**config.mk**
```make
export PLATFORM = sky130hd
export DESIGN_NAME = dmem_access_ctrl
export DESIGN_NICKNAME = d
export VERILOG_FILES = /design/src/rtl/dmem_access_ctrl.sv
export SDC_FILE = /design/constraint.sdc
export NUM_CORES = 1
export LEC_CHECK = 0
export BUFFER_PORTS_ARGS = -buffer_cell sky130_fd_sc_hd__buf_2
export CAP_MARGIN = 20
export CORE_MARGIN = 2
export CORE_UTILIZATION = 35
export DETAILED_ROUTE_END_ITERATION = 10
export GPL_ROUTABILITY_DRIVEN = 0
export PLACE_DENSITY = 0.67
export REMOVE_ABC_BUFFERS = 1
export SETUP_SLACK_MARGIN = 0.3
export SLEW_MARGIN = 10
export SYNTH_ARGS = -nofsm -noshare
export SYNTH_HDL_FRONTEND = slang
export SYNTH_SLANG_ARGS = --single-unit
```
**constraint.sdc**
```tcl
create_clock -name clk -period 2.3 [get_ports clk]
set_input_delay 0 -clock clk [delete_from_list [all_inputs] [get_ports clk]]
set_output_delay 0 -clock clk [all_outputs]
set_load 0.01 [all_outputs]
```
**src/rtl/dmem_access_ctrl.sv**
```systemverilog
// Data-memory access sequencer: word stores in one cycle, loads in two, and
// sub-word stores as a read-modify-write against a 1-cycle-latency BRAM.
module dmem_access_ctrl #(
  parameter int ADDR_W = 10
) (
  input  logic              clk,
  input  logic              rst,
  input  logic              req_valid,
  input  logic              req_write,
  input  logic [31:0]       req_addr,
  input  logic [31:0]       req_wdata,
  input  logic [1:0]        req_size,
  input  logic              req_unsigned,
  output logic              stall,
  output logic [31:0]       rdata,
  output logic              rdata_valid,
  output logic              fault,
  output logic              mem_en,
  output logic              mem_we,
  output logic [ADDR_W-1:0] mem_addr,
  output logic [31:0]       mem_wdata,
  input  logic [31:0]       mem_rdata
);

  typedef enum logic [1:0] {IDLE, LOAD, RMW} state_e;

  localparam logic [1:0] SZ_BYTE = 2'b00;
  localparam logic [1:0] SZ_HALF = 2'b01;
  localparam logic [1:0] SZ_WORD = 2'b10;

  state_e              state_q, state_d;
  logic [ADDR_W+1:0]   addr_q;
  logic [1:0]          size_q;
  logic [15:0]         wdata_q;
  logic                unsigned_q;
  logic                latch_en;

  logic                req_fault;
  logic [31:0]         load_ext;
  logic [31:0]         merged;
  logic [7:0]          byte_val;
  logic [15:0]         half_val;

  assign req_fault = (req_size == 2'b11)
                   || (req_size == SZ_HALF && req_addr[0])
                   || (req_size == SZ_WORD && req_addr[1:0] != 2'b00)
                   || (req_addr[31:ADDR_W+2] != '0);

  always_ff @(posedge clk) begin
    if (rst) begin
      state_q    <= IDLE;
      addr_q     <= '0;
      size_q     <= '0;
      wdata_q    <= '0;
      unsigned_q <= 1'b0;
    end else begin
      state_q <= state_d;
      if (latch_en) begin
        addr_q     <= req_addr[ADDR_W+1:0];
        size_q     <= req_size;
        wdata_q    <= req_wdata[15:0];
        unsigned_q <= req_unsigned;
      end
    end
  end

  assign byte_val = mem_rdata[8*addr_q[1:0] +: 8];
  assign half_val = addr_q[1] ? mem_rdata[31:16] : mem_rdata[15:0];

  always_comb begin
    load_ext = mem_rdata;
    case (size_q)
      SZ_BYTE: load_ext = unsigned_q ? {24'b0, byte_val} : {{24{byte_val[7]}}, byte_val};
      SZ_HALF: load_ext = unsigned_q ? {16'b0, half_val} : {{16{half_val[15]}}, half_val};
      default: load_ext = mem_rdata;
    endcase
  end

  // Per-lane merge for RMW: odd lanes of a halfword take the upper store byte.
  genvar gi;
  generate
    for (gi = 0; gi < 4; gi++) begin : g_lane
      localparam logic [1:0] LANE = 2'(gi);
      logic hit;
      assign hit = (size_q == SZ_BYTE && addr_q[1:0] == LANE)
                || (size_q == SZ_HALF && addr_q[1] == LANE[1]);
      assign merged[8*gi +: 8] = hit
          ? ((size_q == SZ_HALF && LANE[0]) ? wdata_q[15:8] : wdata_q[7:0])
          : mem_rdata[8*gi +: 8];
    end
  endgenerate

  always_comb begin
    state_d     = state_q;
    latch_en    = 1'b0;
    stall       = 1'b0;
    rdata       = '0;
    rdata_valid = 1'b0;
    fault       = 1'b0;
    mem_en      = 1'b0;
    mem_we      = 1'b0;
    mem_addr    = '0;
    mem_wdata   = '0;
    case (state_q)
      IDLE: begin
        if (req_valid) begin
          if (req_fault) begin
            fault = 1'b1;
          end else if (req_write && req_size == SZ_WORD) begin
            mem_en    = 1'b1;
            mem_we    = 1'b1;
            mem_addr  = req_addr[ADDR_W+1:2];
            mem_wdata = req_wdata;
          end else begin
            mem_en   = 1'b1;
            mem_addr = req_addr[ADDR_W+1:2];
            stall    = 1'b1;
            latch_en = 1'b1;
            state_d  = req_write ? RMW : LOAD;
          end
        end
      end
      LOAD: begin
        rdata_valid = 1'b1;
        rdata       = load_ext;
        state_d     = IDLE;
      end
      RMW: begin
        mem_en    = 1'b1;
        mem_we    = 1'b1;
        mem_addr  = addr_q[ADDR_W+1:2];
        mem_wdata = merged;
        state_d   = IDLE;
      end
      default: state_d = IDLE;
    endcase
    // Reset silences every output so an abandoned RMW can never write.
    if (rst) begin
      latch_en    = 1'b0;
      stall       = 1'b0;
      rdata       = '0;
      rdata_valid = 1'b0;
      fault       = 1'b0;
      mem_en      = 1'b0;
      mem_we      = 1'b0;
      mem_addr    = '0;
      mem_wdata   = '0;
    end
  end

endmodule
```
== Word-level counts from Yosys, hierarchy flattened ==
Cells that the tools add are included.

* Flip-flop bits (word level): 33
* Output and inout bits: 79
* Word-level logic and storage cells: 83
* Input bits: 103

* Equal/unequal tests: 9
* Bitwise logic cells: 4
* Reduce and logical (&&, ||, !) cells: 23
* Shift-type cells: 1
* Multiplexer cells: 41

{| class="wikitable"
|+ Operators by type and width
! cell !! number
|-
| 2-to-1 mux 32 bit || 8
|-
| case mux 32 bit (2 select lines) || 2
|-
| 2-to-1 mux 8 bit || 5
|-
| indexed part select 32 x 6 -> 8 bit || 1
|-
| 2-to-1 mux 10 bit || 3
|-
| case mux 10 bit (2 select lines) || 1
|-
| nonzero test 20 bit || 1
|-
| 2-to-1 mux 1 bit || 18
|-
| 2-to-1 mux 16 bit || 1
|-
| equality test 2 bit (second input constant) || 5
|-
| logical AND 1 bit || 9
|-
| equality test 2 x 1 -> 1 bit (second input constant) || 4
|-
| logical OR 1 bit || 7
|-
| logical NOT 2 bit || 3
|-
| NOT 1 bit || 4
|-
| case mux 1 bit (2 select lines) || 2
|-
| AND reduction 3 bit || 1
|-
| 2-to-1 mux 2 bit || 1
|-
| nonzero test 2 bit || 1
|-
| OR reduction 2 bit || 1
|}

== Logic depth before layout (Yosys ltp) ==
* Word-level depth: 9
* Gate-level depth with buffers: 8
* Depth with buffers taken out: 5

== Worst setup path after synthesis ==
OpenSTA, ideal clock, no wires.

* Path type: register to output
* Start: register state_q[0]
* End: output port rdata[21]
* Required time: 2,300 ps
* Stages on the path, launching flop included: 7
* Data arrival time: 1,727 ps
* Slack: 573 ps
* Path buffers: 2
* Path through: dfxtp_1 or3b_2 clkbuf_1 inv_1 o21ai_1 clkbuf_1 a21oi_1

* Cells in the longest elaborated chain, start to end: 3

{| class="wikitable"
|+ RTL lines
! what !! line !! text
|-
| from (decl) || 31 || <nowiki>state_e state_q, state_d;</nowiki>
|-
| from (signal assigned) || 57 || <nowiki>state_q <= state_d;</nowiki>
|-
| equality test 2 x 1 -> 1 bit || 104 || <nowiki>case (state_q)</nowiki>
|-
| 2-to-1 mux 32 bit || 104 ||
|-
| 2-to-1 mux 32 bit || 138 || <nowiki>if (rst) begin</nowiki>
|-
| to (decl) || 15 || <nowiki>output logic [31:0] rdata,</nowiki>
|}

Every way passes these cells.

== Worst setup path after layout ==
* Start: register addr_q[1]
* End: output port rdata[12]

* Cells in the longest elaborated chain, start to end: 5
* Elaborated cells between the ends (all ways): 7
* Those cells by class: 1 x shift; 6 x mux

{| class="wikitable"
|+ RTL lines
! what !! line !! text
|-
| from (decl) || 32 || <nowiki>logic [ADDR_W+1:0] addr_q;</nowiki>
|-
| from (signal assigned) || 59 || <nowiki>addr_q <= req_addr[ADDR_W+1:0];</nowiki>
|-
| indexed part select 32 x 6 -> 8 bit / 2-to-1 mux 16 bit (equally long branches) || 67, 68 ||
|-
| 2-to-1 mux 32 bit (on tied branches) || 73, 74 ||
|-
| case mux 32 bit (2 select lines) * || 72 || <nowiki>case (size_q)</nowiki>
|-
| 2-to-1 mux 32 bit * || 104 ||
|-
| 2-to-1 mux 32 bit * || 138 ||
|}

Mark *: on every way between the ends. The rest lies on a longest branch, timed or not.

==> results.cfg <==
[outcome]
outcome = finished, final reports clean

[sta]
rsz0062_at_grt = true
setup_violations = 0
period_share_pct = 86.7
fin_skew_ns = 0.00994
finalHoldViolations = 0
min_period_ns = 1.99
max_slew_margin_pct = 53.8
hold_slack_ns = 0.0211
finalSetupTns_ns = 0
max_slew.worst_pin.slew_ns = 0.691
maxSlewViolCount = 0
max_freq_mhz = 502

[clock_tree]
clock-root-buffer = clkbuf_8
clockBufferDepth = 2
cts_tree = built
cts.sinks = 33
clock_latency_ns = 0.29
h-tree-depth = 2
clk_pin_slew_ns = 0.08
numCtsBuffers = 5

[power_and_ir_drop]
ir_drop_v = 0.000235
leakage_uw = 0.00224
power_density_nw_per_um2 = 303

[synthesis]
synth-async-reset-ratio_pct = 0
synthesis.area_um2 = 2930
synth-edff-count = 0
synth_area_per_cell_um2 = 7.35
ys_seq_elements = 33
syn_inst = 398
yosysUniqueCellTypes = 41
yosys_warnings = 0
synth_ff_type = dfxtp_1
yosysSeqAreaShare_pct = 22.6

[setup_path]
worstPathMaxFanout = 8
path_class = flip-flop to output port
crit_path_end_kind = output port
start_kind = flip-flop
cp_slowest_cell = or4_4
slowest_delay_ns = 0.52
worstPathArrival_ns = 1.99
path_cells = buf_6 -> mux2i_4 -> nor2_2 -> a21oi_2 -> or4_4 -> a21oi_1 -> buf_2
crit_required_ns = 2.30

[grt]
track_usage_pct = 25.8
first_global_vias = 3730
grt_pass1_wl_um = 18300
grt_antenna_before_repair = 0
grt_max_degree = 63
grt_overflow_total = 0

[cells_and_area]
syn2layout_area_growth_pct = 58.2
drive_gt1_share_pct = 43.6
fin_area_um2 = 4630
finalNonFillerCells = 718
antenna_cells = 0
layout.nets = 715

[floorplanning]
die_x_um = 95.4
ioPinCount = 182
start_util_pct = 35.8
coreArea_um2 = 8180
dieArea_um2 = 9100
fp-row-count = 33
dieHeight_um = 95.4

[drt]
route.detailed.wl_per_inst_um = 17.3
drtIter0Drc = 112
via_per_inst = 5.36
drcViolationCount = 0
drt.antenna.violating_nets = 0
drt-total-wl_um = 12400
via_count = 3851
dr.pass1.iters = 4

[job]
cap_violations = 0

[placed_design]
dp_hpwl_um = 8790
io_buffers = 181
dp.cells = 670
place_area_um2 = 3990

[min_path]
hp-class = primary input to flip-flop
[metrics by stage]
stage / total power, uW / utilization [%] / setup WS, ns
2_1_floorplan: 645 / - / -0.199
3_3_place_gp: 774 / 48.8 / 0.397
3_5_place_dp: 777 / 48.8 / 0.331
4_1_cts: 1400 / 54.5 / 0.297
5_1_grt: 1470 / 56.6 / 0.239
6_report: 1400 / 56.6 / 0.306
[repair_timing]
item                                    in CTS  in global routing
pin swaps                                    2                  5
endpoints found under the setup margin      67                 47
resized for setup                            7                 32
hold buffers                                31                  0
setup buffers                                3                  4
cloned                                       0                  2
hold endpoints to repair                    32                  0
[state kept, by name, summed over array words and instances, names as in the netlist]
register and cells:
addr_q 12, size_q 2, state_q 2, unsigned_q 1
wdata_q 16
[cells in the final DEF, fill, tap and decap left out, types with 2 or more instances in the layout]
| cell | count |
|---|---|
| buf_2 | 181 |
| a21oi_1 | 45 |
| nand2_1 | 33 |
| mux2i_1 | 31 |
| dlygate4sd3_1 | 31 |
| nor2_1 | 30 |
| o21ai_0 | 30 |
| nand2b_1 | 30 |
| dfxtp_1 | 28 |
| inv_1 | 19 |
| buf_4 | 19 |
| o2bb2ai_1 | 16 |
| a22o_2 | 15 |
| a22o_1 | 11 |
| nor3b_1 | 8 |
| a21oi_2 | 7 |
| a22oi_1 | 7 |
| a2bb2oi_1 | 7 |
| clkbuf_8 | 6 |
| buf_6 | 6 |
| dfxtp_2 | 5 |
| nor4_1 | 4 |
| nor3_1 | 3 |
| buf_12 | 3 |
| nand3b_1 | 2 |
| or4_4 | 2 |
| nor2_4 | 2 |
| nor3_2 | 2 |
| nor2b_1 | 2 |
[where the power goes]
part	internal, uW	switching [uW]
registers	571	0.000143
logic	137	110
clock network	354	233
total	1060	342
[per-layer routing]
metal	global-route usage, %	up-vias	wire length, um
met5	0	-	0
met4	4.64	0	130
met3	6.72	15	1040
met2	47.5	162	6300
met1	30.4	1805	4960
li1	-	1869	-
[kinds of logic after synthesis]
group,synth area share [%]
and+or+nand+nor,24.0
AOI/OAI and AO/OA,33.6
DFF,22.6
muxes,11.7
buffers and inverters,8.17
[cell usage after synthesis (all sizes together), types with 5 or more instances]
cell / n / area share (%)
nor2: 33 / 4.5
nor3: 5 / 0.86
o21ai: 32 / 5.5
a2bb2oi: 7 / 2.1
dfxtp: 33 / 23
mux2i: 33 / 11
clkbuf: 21 / 2.7
a21oi: 52 / 8.9
nor4: 6 / 1.8
nor3b: 8 / 2.1
inv: 20 / 2.6
o2bb2ai: 16 / 4.8
buf: 13 / 2.9
a22oi: 7 / 1.8
nand2: 34 / 4.4
a22o: 26 / 8.4
nand2b: 31 / 6.6
[layout make-up]
cell class | instances | area [um2]
Clock inverter | 1 | 30.0
Clock buffer | 7 | 86.3
Inverter | 20 | 75.1
Tap cell | 105 | 131
Multi-Input combinational cell | 311 | 2130
Fill cell | 801 | 3550
Sequential cell | 33 | 667
Timing Repair Buffer | 241 | 1510
[final timing paths]
| kind | startpoint | to | slack, ns | cells after the start |
|---|---|---|---|---|
| max | addr_q[1] | rdata[12] | 0.31 | 7 |
| max reg2reg | state_q[0] | addr_q[4] | 0.48 | 7 |
| min reg2reg | addr_q[2] | addr_q[2] | 0.47 | 2 |
| min | req_size[0] | size_q[0] | 0.02 | 3 |
[worst max-delay path, delay by kind of cell (launching register included)]
family	cells	cell delay [ns]
and+or+nand+nor	2	0.63
muxes	1	0.18
DFF	1	0.35
buffers and inverters	2	0.28
AOI/OAI and AO/OA	2	0.25
No activity file was read; power rests on OpenSTA's default activity.
